### config.mk
export PLATFORM = sky130hd
export DESIGN_NAME = result_fifo
export DESIGN_NICKNAME = d
export VERILOG_FILES = /design/src/rtl/mpu_pkg.sv /design/src/rtl/result_fifo_ram.sv /design/src/rtl/result_fifo.sv
export SDC_FILE = /design/constraint.sdc
export NUM_CORES = 1
export LEC_CHECK = 0
export ABC_AREA = 1
export BUFFER_PORTS_ARGS = -buffer_cell sky130_fd_sc_hd__buf_2
export CAP_MARGIN = 25
export CORE_AREA = 2 2 86 88
export DETAILED_ROUTE_END_ITERATION = 8
export DIE_AREA = 0 0 88 90
export GPL_TIMING_DRIVEN = 0
export MAX_ROUTING_LAYER = met4
export PLACE_DENSITY_LB_ADDON = 0.1
export RECOVER_POWER = 100
export SYNTH_ARGS = -nofsm -noshare
export SYNTH_HDL_FRONTEND = slang
export SYNTH_SLANG_ARGS = --single-unit
### constraint.sdc
create_clock -name clk -period 2.77 [get_ports clk]
set_input_delay 0.1385 -clock clk [delete_from_list [all_inputs] [get_ports clk]]
set_output_delay 0.1385 -clock clk [all_outputs]
set_load 0.05 [all_outputs]
### src/rtl/mpu_pkg.sv
// Definitions shared between the core, the result FIFO and their benches:
// datapath width, pointer-width helper, occupancy encoding.
package mpu_pkg;

   localparam int DATA_W = 8;

   typedef enum logic [1:0] {
      OCC_EMPTY,
      OCC_PARTIAL,
      OCC_FULL
   } occ_t;

   function automatic int ptr_w(input int depth);
      return (depth > 1) ? $clog2(depth) : 1;
   endfunction

endpackage

### src/rtl/result_fifo_ram.sv
// DEPTH x DATA_W register array: synchronous write, asynchronous read, 0-cycle read latency.
// Reset zeroes every entry so an empty FIFO presents 0 on its read port.
module result_fifo_ram
   import mpu_pkg::*;
#(
   parameter int DATA_W = mpu_pkg::DATA_W,
   parameter int DEPTH  = 8,
   localparam int AW    = ptr_w(DEPTH)
) (
   input  logic              clk,
   input  logic              rst,
   input  logic              wr_en,
   input  logic [AW-1:0]     wr_addr,
   input  logic [DATA_W-1:0] wr_data,
   input  logic [AW-1:0]     rd_addr,
   output logic [DATA_W-1:0] rd_data
);

   logic [DATA_W-1:0] mem [DEPTH];

   always_ff @(posedge clk) begin
      if (rst) begin
         for (int i = 0; i < DEPTH; i++) begin
            mem[i] <= '0;
         end
      end else if (wr_en) begin
         mem[wr_addr] <= wr_data;
      end
   end

   assign rd_data = mem[rd_addr];

endmodule

### src/rtl/result_fifo.sv
// ALU result buffer: push visible on out_data one edge later; no back-pressure to the core, overflow words
// are dropped and counted. RESULT_FIFO_DEDUP_EN suppresses pushes repeating the last pushed word.
module result_fifo
   import mpu_pkg::*;
#(
   parameter int DATA_W  = mpu_pkg::DATA_W,
   parameter int DEPTH   = 8,
   parameter int DROP_W  = 8,
   localparam int AW     = ptr_w(DEPTH),
   localparam int CNT_W  = ptr_w(DEPTH) + 1
) (
   input  logic              clk,
   input  logic              rst,
   input  logic [DATA_W-1:0] in_data,
   input  logic              in_valid,
   output logic [DATA_W-1:0] out_data,
   output logic              out_valid,
   input  logic              out_ready,
   output logic [CNT_W-1:0]  count,
   output logic              full,
   output logic              overflow,
   output logic [DROP_W-1:0] drop_cnt,
   input  logic              clr_ovf
);

   logic [AW-1:0] wr_ptr;
   logic [AW-1:0] rd_ptr;
   logic          accept;
   logic          pop;
   logic          push;
   logic          drop;

   assign full      = (count == CNT_W'(DEPTH));
   assign out_valid = (count != '0);
   assign pop       = out_valid && out_ready;

`ifdef RESULT_FIFO_DEDUP_EN
   logic [DATA_W-1:0] last_data;
   logic              last_vld;

   // Repeats are filtered before the full check, so they can never become drops.
   assign accept = in_valid && !(last_vld && (in_data == last_data));

   always_ff @(posedge clk) begin
      if (rst) begin
         last_data <= '0;
         last_vld  <= 1'b0;
      end else if (push) begin
         last_data <= in_data;
         last_vld  <= 1'b1;
      end
   end
`else
   assign accept = in_valid;
`endif

   assign push = accept && (!full || pop);
   assign drop = accept && full && !pop;

   always_ff @(posedge clk) begin
      if (rst) begin
         wr_ptr <= '0;
         rd_ptr <= '0;
         count  <= '0;
      end else begin
         if (push) wr_ptr <= wr_ptr + AW'(1);
         if (pop)  rd_ptr <= rd_ptr + AW'(1);
         if (push && !pop)      count <= count + CNT_W'(1);
         else if (pop && !push) count <= count - CNT_W'(1);
      end
   end

   // A drop in the same cycle as clr_ovf wins and restarts the tally at 1.
   always_ff @(posedge clk) begin
      if (rst) begin
         overflow <= 1'b0;
         drop_cnt <= '0;
      end else if (drop) begin
         overflow <= 1'b1;
         if (clr_ovf)             drop_cnt <= DROP_W'(1);
         else if (drop_cnt != '1) drop_cnt <= drop_cnt + DROP_W'(1);
      end else if (clr_ovf) begin
         overflow <= 1'b0;
         drop_cnt <= '0;
      end
   end

   result_fifo_ram #(
      .DATA_W (DATA_W),
      .DEPTH  (DEPTH)
   ) u_ram (
      .clk     (clk),
      .rst     (rst),
      .wr_en   (push),
      .wr_addr (wr_ptr),
      .wr_data (in_data),
      .rd_addr (rd_ptr),
      .rd_data (out_data)
   );

endmodule

==> metrics, run 1 <==
maximum cell stage delay along the critical path=0.48 ns; total power draw=approximately 3.5 mW; first-pass GRT wire length=approximately 14000 um; Detailed Place HPWL=5970 um; die boundary width=88 um; total die area=7920 um^2; hold-fix buffers at CTS=0; proportion of layout cells with a drive suffix above 1=under 10%; y dimension of the die=90 um; Clock Skew=0.00899 ns; final weighted congestion of routability-driven global placement=approximately 0.86; library cell with the largest summed area after synthesis=edfxtp_1; setup violators final=0; signal arrival time at the worst endpoint=2.35 ns; number of max-cap violations=0; number of port buffers=35; Crit Path Class=reg2out; Top delay family on crit path=buffers and inverters; total negative slack for setup checks=0 ns; crit path cell chain=buf_2, inv_1, clkbuf_1, nor2_1, o22ai_1, nand2_1, nand2_1, clkbuf_1; fraction of met3 tracks used by global routing=approximately 3.5%; initial core utilization=57.0%; Post-synth EDFFs=64; maximum clock insertion buffer count=2; leading cell types by total area after synthesis=edfxtp_1 (48%), dfxtp_1 (11%), nor2_1 (9.2%); worst path required time=roughly 2.6 ns; Synth-to-Final Area Change=9.66%; GR Util met1=30.8%; pin count of the biggest net entering global routing=15; most frequent cell after synthesis=nor2_1; synthesized netlist cell count=416; startpoint class of the critical path=register; post-synthesis sequential area ratio=59.0%; global route overflow=0; dominant synthesized flop cell=edfxtp_1; total clock buffers created by CTS=9; via/cell ratio=5.29; net switching power=1.40 mW; max-slew headroom at the worst pin=between 50% and 60%; Total Nets Final=around 480; global-route total usage across every layer=23.6%; most congested layer reported by global routing=met2; combinational fraction of design power=34.0%; net count after synthesis=436; number of antenna violations at the first check in global routing=0; Async SR Flop Fraction=0%; number of global-route vias before repair=about 2900; site row count=31; drt drc=0; most common library cells after synthesis=nor2_1 (98), nand2_1 (71), edfxtp_1 (64); end-of-flow core utilization=a little over three fifths; clock insertion delay at the later pin of the skew report=0.35 ns; cell leakage power=1.78 nW; Tmin final=between 2 and 2.5 ns; least setup slack across all paths after layout=0.286 ns; net switching fraction of the power=39.8%; clock-pin slew reported for the worst setup and hold paths after clock tree synthesis=0.08 ns; Worst Tran Pin Value=0.609 ns; Critical Path End Type=output pin; placement-stage worst setup slack=0.552 ns; number of synthesized register bits=86; number of diodes=0; critical path peak fanout=10; library cell contributing the largest single delay on the critical path=clkbuf_1; critical path buffer and inverter count=4; Post-CTS Setup Inserts=0; detail-routed net length per standard cell=14.7 um; power density of the placed cells=between 800 and 900 nW/um^2; class of the worst hold path=in2reg; warnings from Yosys=0; core region area=7020 um^2; Max VDD drop=between 0.6 and 0.7 mV; share of the clock period used by the worst path=89.7%; Top-Level Pins=36; cell area after synthesis=between 4000 and 5000 um^2; CTS resizes=0; overall routed net length=~8300 um; final hold violation count=0; area share of the largest cell type after synthesis=a little under half; Avg Inst Size Synth=9.62 um^2; Clk Tree Root Cell=clkbuf_8; antenna violation net count after detailed routing=0; number of pins with negative max-slew slack in the final report=0; clock tree from TritonCTS=done; number of sinks driven by the clock tree=between 80 and 90; count of unique library cells instantiated by Yosys=30; DRC violation total after the first TritonRoute iteration=263; cell internal power dissipation=2.12 mW; maximum operating frequency=403 MHz; Max H-tree Level=3; router iterations before antenna repair=5; RSZ-0062 raised after global routing=false; Via Count=approximately 3000; GR Layer Usage met2=a little under two fifths; share of power burned in the clock network=21.6%; share of total power in sequential cells=~44%; status=complete, no violations
-- state kept, by name, indices dropped and copies added, names as in the netlist, named ones only --
register / count
count: 4
drop_cnt: 8
overflow: 1
rd_ptr: 3
u_ram.mem: 64
wr_ptr: 3
-- power by group through the flow --
stage	clock (mW)	sequential, mW	combinational, mW
after global placement	0	1.59	1.21
after CTS	0.777	1.57	1.24
after detailed placement	0	1.60	1.23
after global routing	0.828	1.58	1.32
after floorplan	0	1.68	0.850
final	0.759	1.56	1.20
-- cells in the final DEF, fill, tap and decap left out, types with 9 or more instances in the layout --
cell type,count
clkbuf_1,26
mux2i_1,16
o21ai_0,23
clkbuf_8,9
a21oi_1,17
buf_2,20
nand3_1,14
edfxtp_1,64
o22ai_1,16
dfxtp_1,22
nand2_1,76
inv_1,32
nor2_1,101
-- final cells by class --
class	instances	area (um^2)
fill	624	2630
sequential	86	2360
multi-input combinational	286	1420
timing repair buffer	35	153
clock buffer	10	128
inverter	33	124
tap	99	124
buffer	11	46.3
clock inverter	6	38.8
-- kinds of logic after synthesis --
| logic type | synth area share (%) |
|---|---|
| and+or+nand+nor | 21.8 |
| DFF | 59.0 |
| AOI/OAI and AO/OA | 7.88 |
| buffers and inverters | 4.28 |
| muxes | 4.00 |
| adders and majority gates | 2.37 |
| xor gates and xnor gates | 0.656 |
-- per-layer routing --
| metal | part of all wire [%] | wire length (um) |
|---|---|---|
| met1 | 45 | 3710 |
| met2 | 50 | 4130 |
| met3 | 3.9 | 327 |
| met4 | 1.9 | 159 |
| met5 | 0 | 0 |
-- metrics by stage --
stage               std cells  area, um^2  hold WS [ns]
floorplan                 416        4000         0.208
global placement          550        4300         0.444
detailed placement        550        4300         0.450
CTS                       566        4470        0.0754
global route              566        4390        0.0829
finish                    566        4390        0.0551
-- final timing paths --
path / from / slack [ns] / cells past startpoint / endpoint
max: register / 0.29 / 8 / out_data[7]
min: rst / 0.06 / 2 / drop_cnt[7]$_SDFFE_PP0P_
max reg2reg: count[3]$_SDFFE_PP0P_ / 0.46 / 14 / count[3]$_SDFFE_PP0P_
min reg2reg: overflow$_SDFFE_PP0P_ / 0.47 / 2 / overflow$_SDFFE_PP0P_
Power figures use the tool's default switching activity.
==> inputs of run 2 (changes only) <==
Settings changed: ABC_AREA 1 to unset.
==> metrics, run 2 <==
warnings from Yosys=0; total die area=7920 um^2; cell leakage power=about 1.6 nW; antenna violation net count after detailed routing=0; maximum clock insertion buffer count=2; router iterations before antenna repair=4; number of pins with negative max-slew slack in the final report=0; register name with the most flops=u_ram.mem; most common library cells after synthesis=and2_1 (64), edfxtp_1 (64), dfxtp_1 (22); clock tree from TritonCTS=done; Crit Path Class=reg2out; max-slew headroom at the worst pin=31.3%; Async SR Flop Fraction=0%; Total Nets Final=between 300 and 400; die boundary width=88 um; number of cells on the worst reg-to-reg path=10; Largest register FFs=64; most frequent cells in the layout=edfxtp_1 (64), and2_0 (52), clkbuf_1 (24); initial core utilization=56.7%; hold endpoint=overflow$_SDFFE_PP0P_; number of diodes=0; Max VDD drop=between 0.5 and 0.6 mV; Clock Skew=slightly above 0.008 ns; leading cell type in the layout, fill and taps excluded=edfxtp_1; Clk Tree Root Cell=clkbuf_8; drt drc=0; maximum operating frequency=approximately 380 MHz; class of the worst hold path=in2reg; RSZ-0062 raised after global routing=false; area share of the largest cell type after synthesis=48.2%; synthesized netlist cell count=295; Max H-tree Level=3; number of sinks driven by the clock tree=86; placement-stage worst setup slack=-0.0866 ns; end-of-flow core utilization=63.2%; number of max-cap violations=0; Synth-to-Final Area Change=11.4%; post-synthesis sequential area ratio=59.3%; DRC violation total after the first TritonRoute iteration=about 120; number of synthesized register bits=86; clock insertion delay at the later pin of the skew report=0.34 ns; Post-synth EDFFs=64; core region area=7020 um^2; setup violators final=0; R2R Path End=count[3]$_SDFFE_PP0P_; Worst Tran Pin Value=1.02 ns; final hold violation count=0; count of unique library cells instantiated by Yosys=45; Top-Level Pins=36; site row count=31; number of global-route vias before repair=2395; library cell with the largest summed area after synthesis=edfxtp_1; source of the worst register-to-register timing path=count[0]$_SDFFE_PP0P_; largest registers=u_ram.mem: 64 flops, drop_cnt: 8 flops, count: 4 flops; hold-fix buffers at CTS=0; dominant synthesized flop cell=edfxtp_1; Register-to-Register Setup Slack=0.13 ns; Min-Delay Startpoint=clr_ovf; detail-routed net length per standard cell=16.7 um; global route overflow=0; leading cell types by total area after synthesis=edfxtp_1 (48%), dfxtp_1 (11%), and2_1 (10%); status=complete, no violations; Tmin final=2.64 ns; first-pass GRT wire length=12000 um; Via Count=2353; startpoint class of the critical path=register; number of port buffers=33; number of cells on the worst hold path=3; proportion of layout cells with a drive suffix above 1=21.9%; global-route total usage across every layer=21.0%; share of the clock period used by the worst path=95.4%; y dimension of the die=about 90 um; total clock buffers created by CTS=9; total power draw=3.41 mW; worst path required time=2.63 ns; Critical Path End Type=output pin; number of antenna violations at the first check in global routing=0; via/cell ratio=about 5.3; net count after synthesis=315; overall routed net length=7440 um; clock-pin slew reported for the worst setup and hold paths after clock tree synthesis=0.08 ns; power density of the placed cells=770 nW/um^2; least setup slack across all paths after layout=around 0.13 ns; pin count of the biggest net entering global routing=15; cell area after synthesis=3980 um^2; critical path peak fanout=10; final weighted congestion of routability-driven global placement=0.760; Avg Inst Size Synth=13.5 um^2; signal arrival time at the worst endpoint=2.50 ns; Detailed Place HPWL=between 5000 and 6000 um
run 2: per-stage QoR:
stage | instances | hold WS [ns] | cell area [um^2] | TNS, ns
after floorplan | 295 | 0.320 | 4000 | 0
after global placement | 427 | 0.437 | 4290 | -0.0281
after detailed placement | 429 | 0.437 | 4310 | -0.0866
after CTS | 446 | 0.0724 | 4480 | 0
after global routing | 446 | 0.0991 | 4440 | 0
final | 446 | 0.0901 | 4440 | 0
run 2: how the worst max path moves through the flow:
| stage | startpoint | to | slack (ns) | cells past startpoint |
|---|---|---|---|---|
| after detailed placement | count[0]$_SDFFE_PP0P_ | count[3]$_SDFFE_PP0P_ | -0.09 | 10 |
| final | register | out_data[6] | 0.13 | 5 |
| after global placement | count[0]$_SDFFE_PP0P_ | count[3]$_SDFFE_PP0P_ | -0.03 | 10 |
| after CTS | count[0]$_SDFFE_PP0P_ | count[3]$_SDFFE_PP0P_ | 0.02 | 10 |
| after global routing | register | out_data[6] | 0.005 | 5 |
| after floorplan | count[0]$_SDFFE_PP0P_ | count[3]$_SDFFE_PP0P_ | 0.02 | 10 |
run 2: cells by family after synthesis:
logic type      after synthesis  synth area share (%)
flops                        86                  59.3
compound gates               20                  3.52
simple gates                130                  18.8
mux                          30                  12.8
xor+xnor                      7                  1.54
buf+inv                      15                  1.60
fa+ha+maj                     7                  2.39
run 2: layout make-up:
class | instances | area [um^2]
Multi-Input combinational cell | 194 | 1550
Tap cell | 99 | 124
Clock inverter | 7 | 41.3
Inverter | 4 | 16.3
Clock buffer | 9 | 124
Sequential cell | 86 | 2370
Fill cell | 568 | 2580
Buffer | 11 | 43.8
Timing Repair Buffer | 36 | 164
run 2: where the power goes:
part / switching (mW) / internal [mW]
logic: 0.699 / 0.399
registers: 0.0639 / 1.49
clock network: 0.439 / 0.319
run 2: worst max-delay path, stage by stage (launching register included):
cell      delay, ns
dfxtp_1        0.31
buf_1          0.39
clkbuf_1       0.53
mux4_2         0.43
mux2_2         0.29
buf_2          0.21
run 2: repair_timing:
item / 4_1_cts / 5_1_grt
resized for setup: 0 / 2
setup endpoints to repair: 1 / 1
setup buffers: 1 / 0
cloned: 0 / 0
pin swaps: 1 / 0
run 2: metal layers:
layer  track usage, %  vias to the layer above  share of wire [%]
met3             5.05                        8                4.4
li1                 -                     1169                  -
met2             34.3                       55                 51
met4             5.77                        0                1.2
met1             26.3                     1121                 43
met5                -                        -                  0
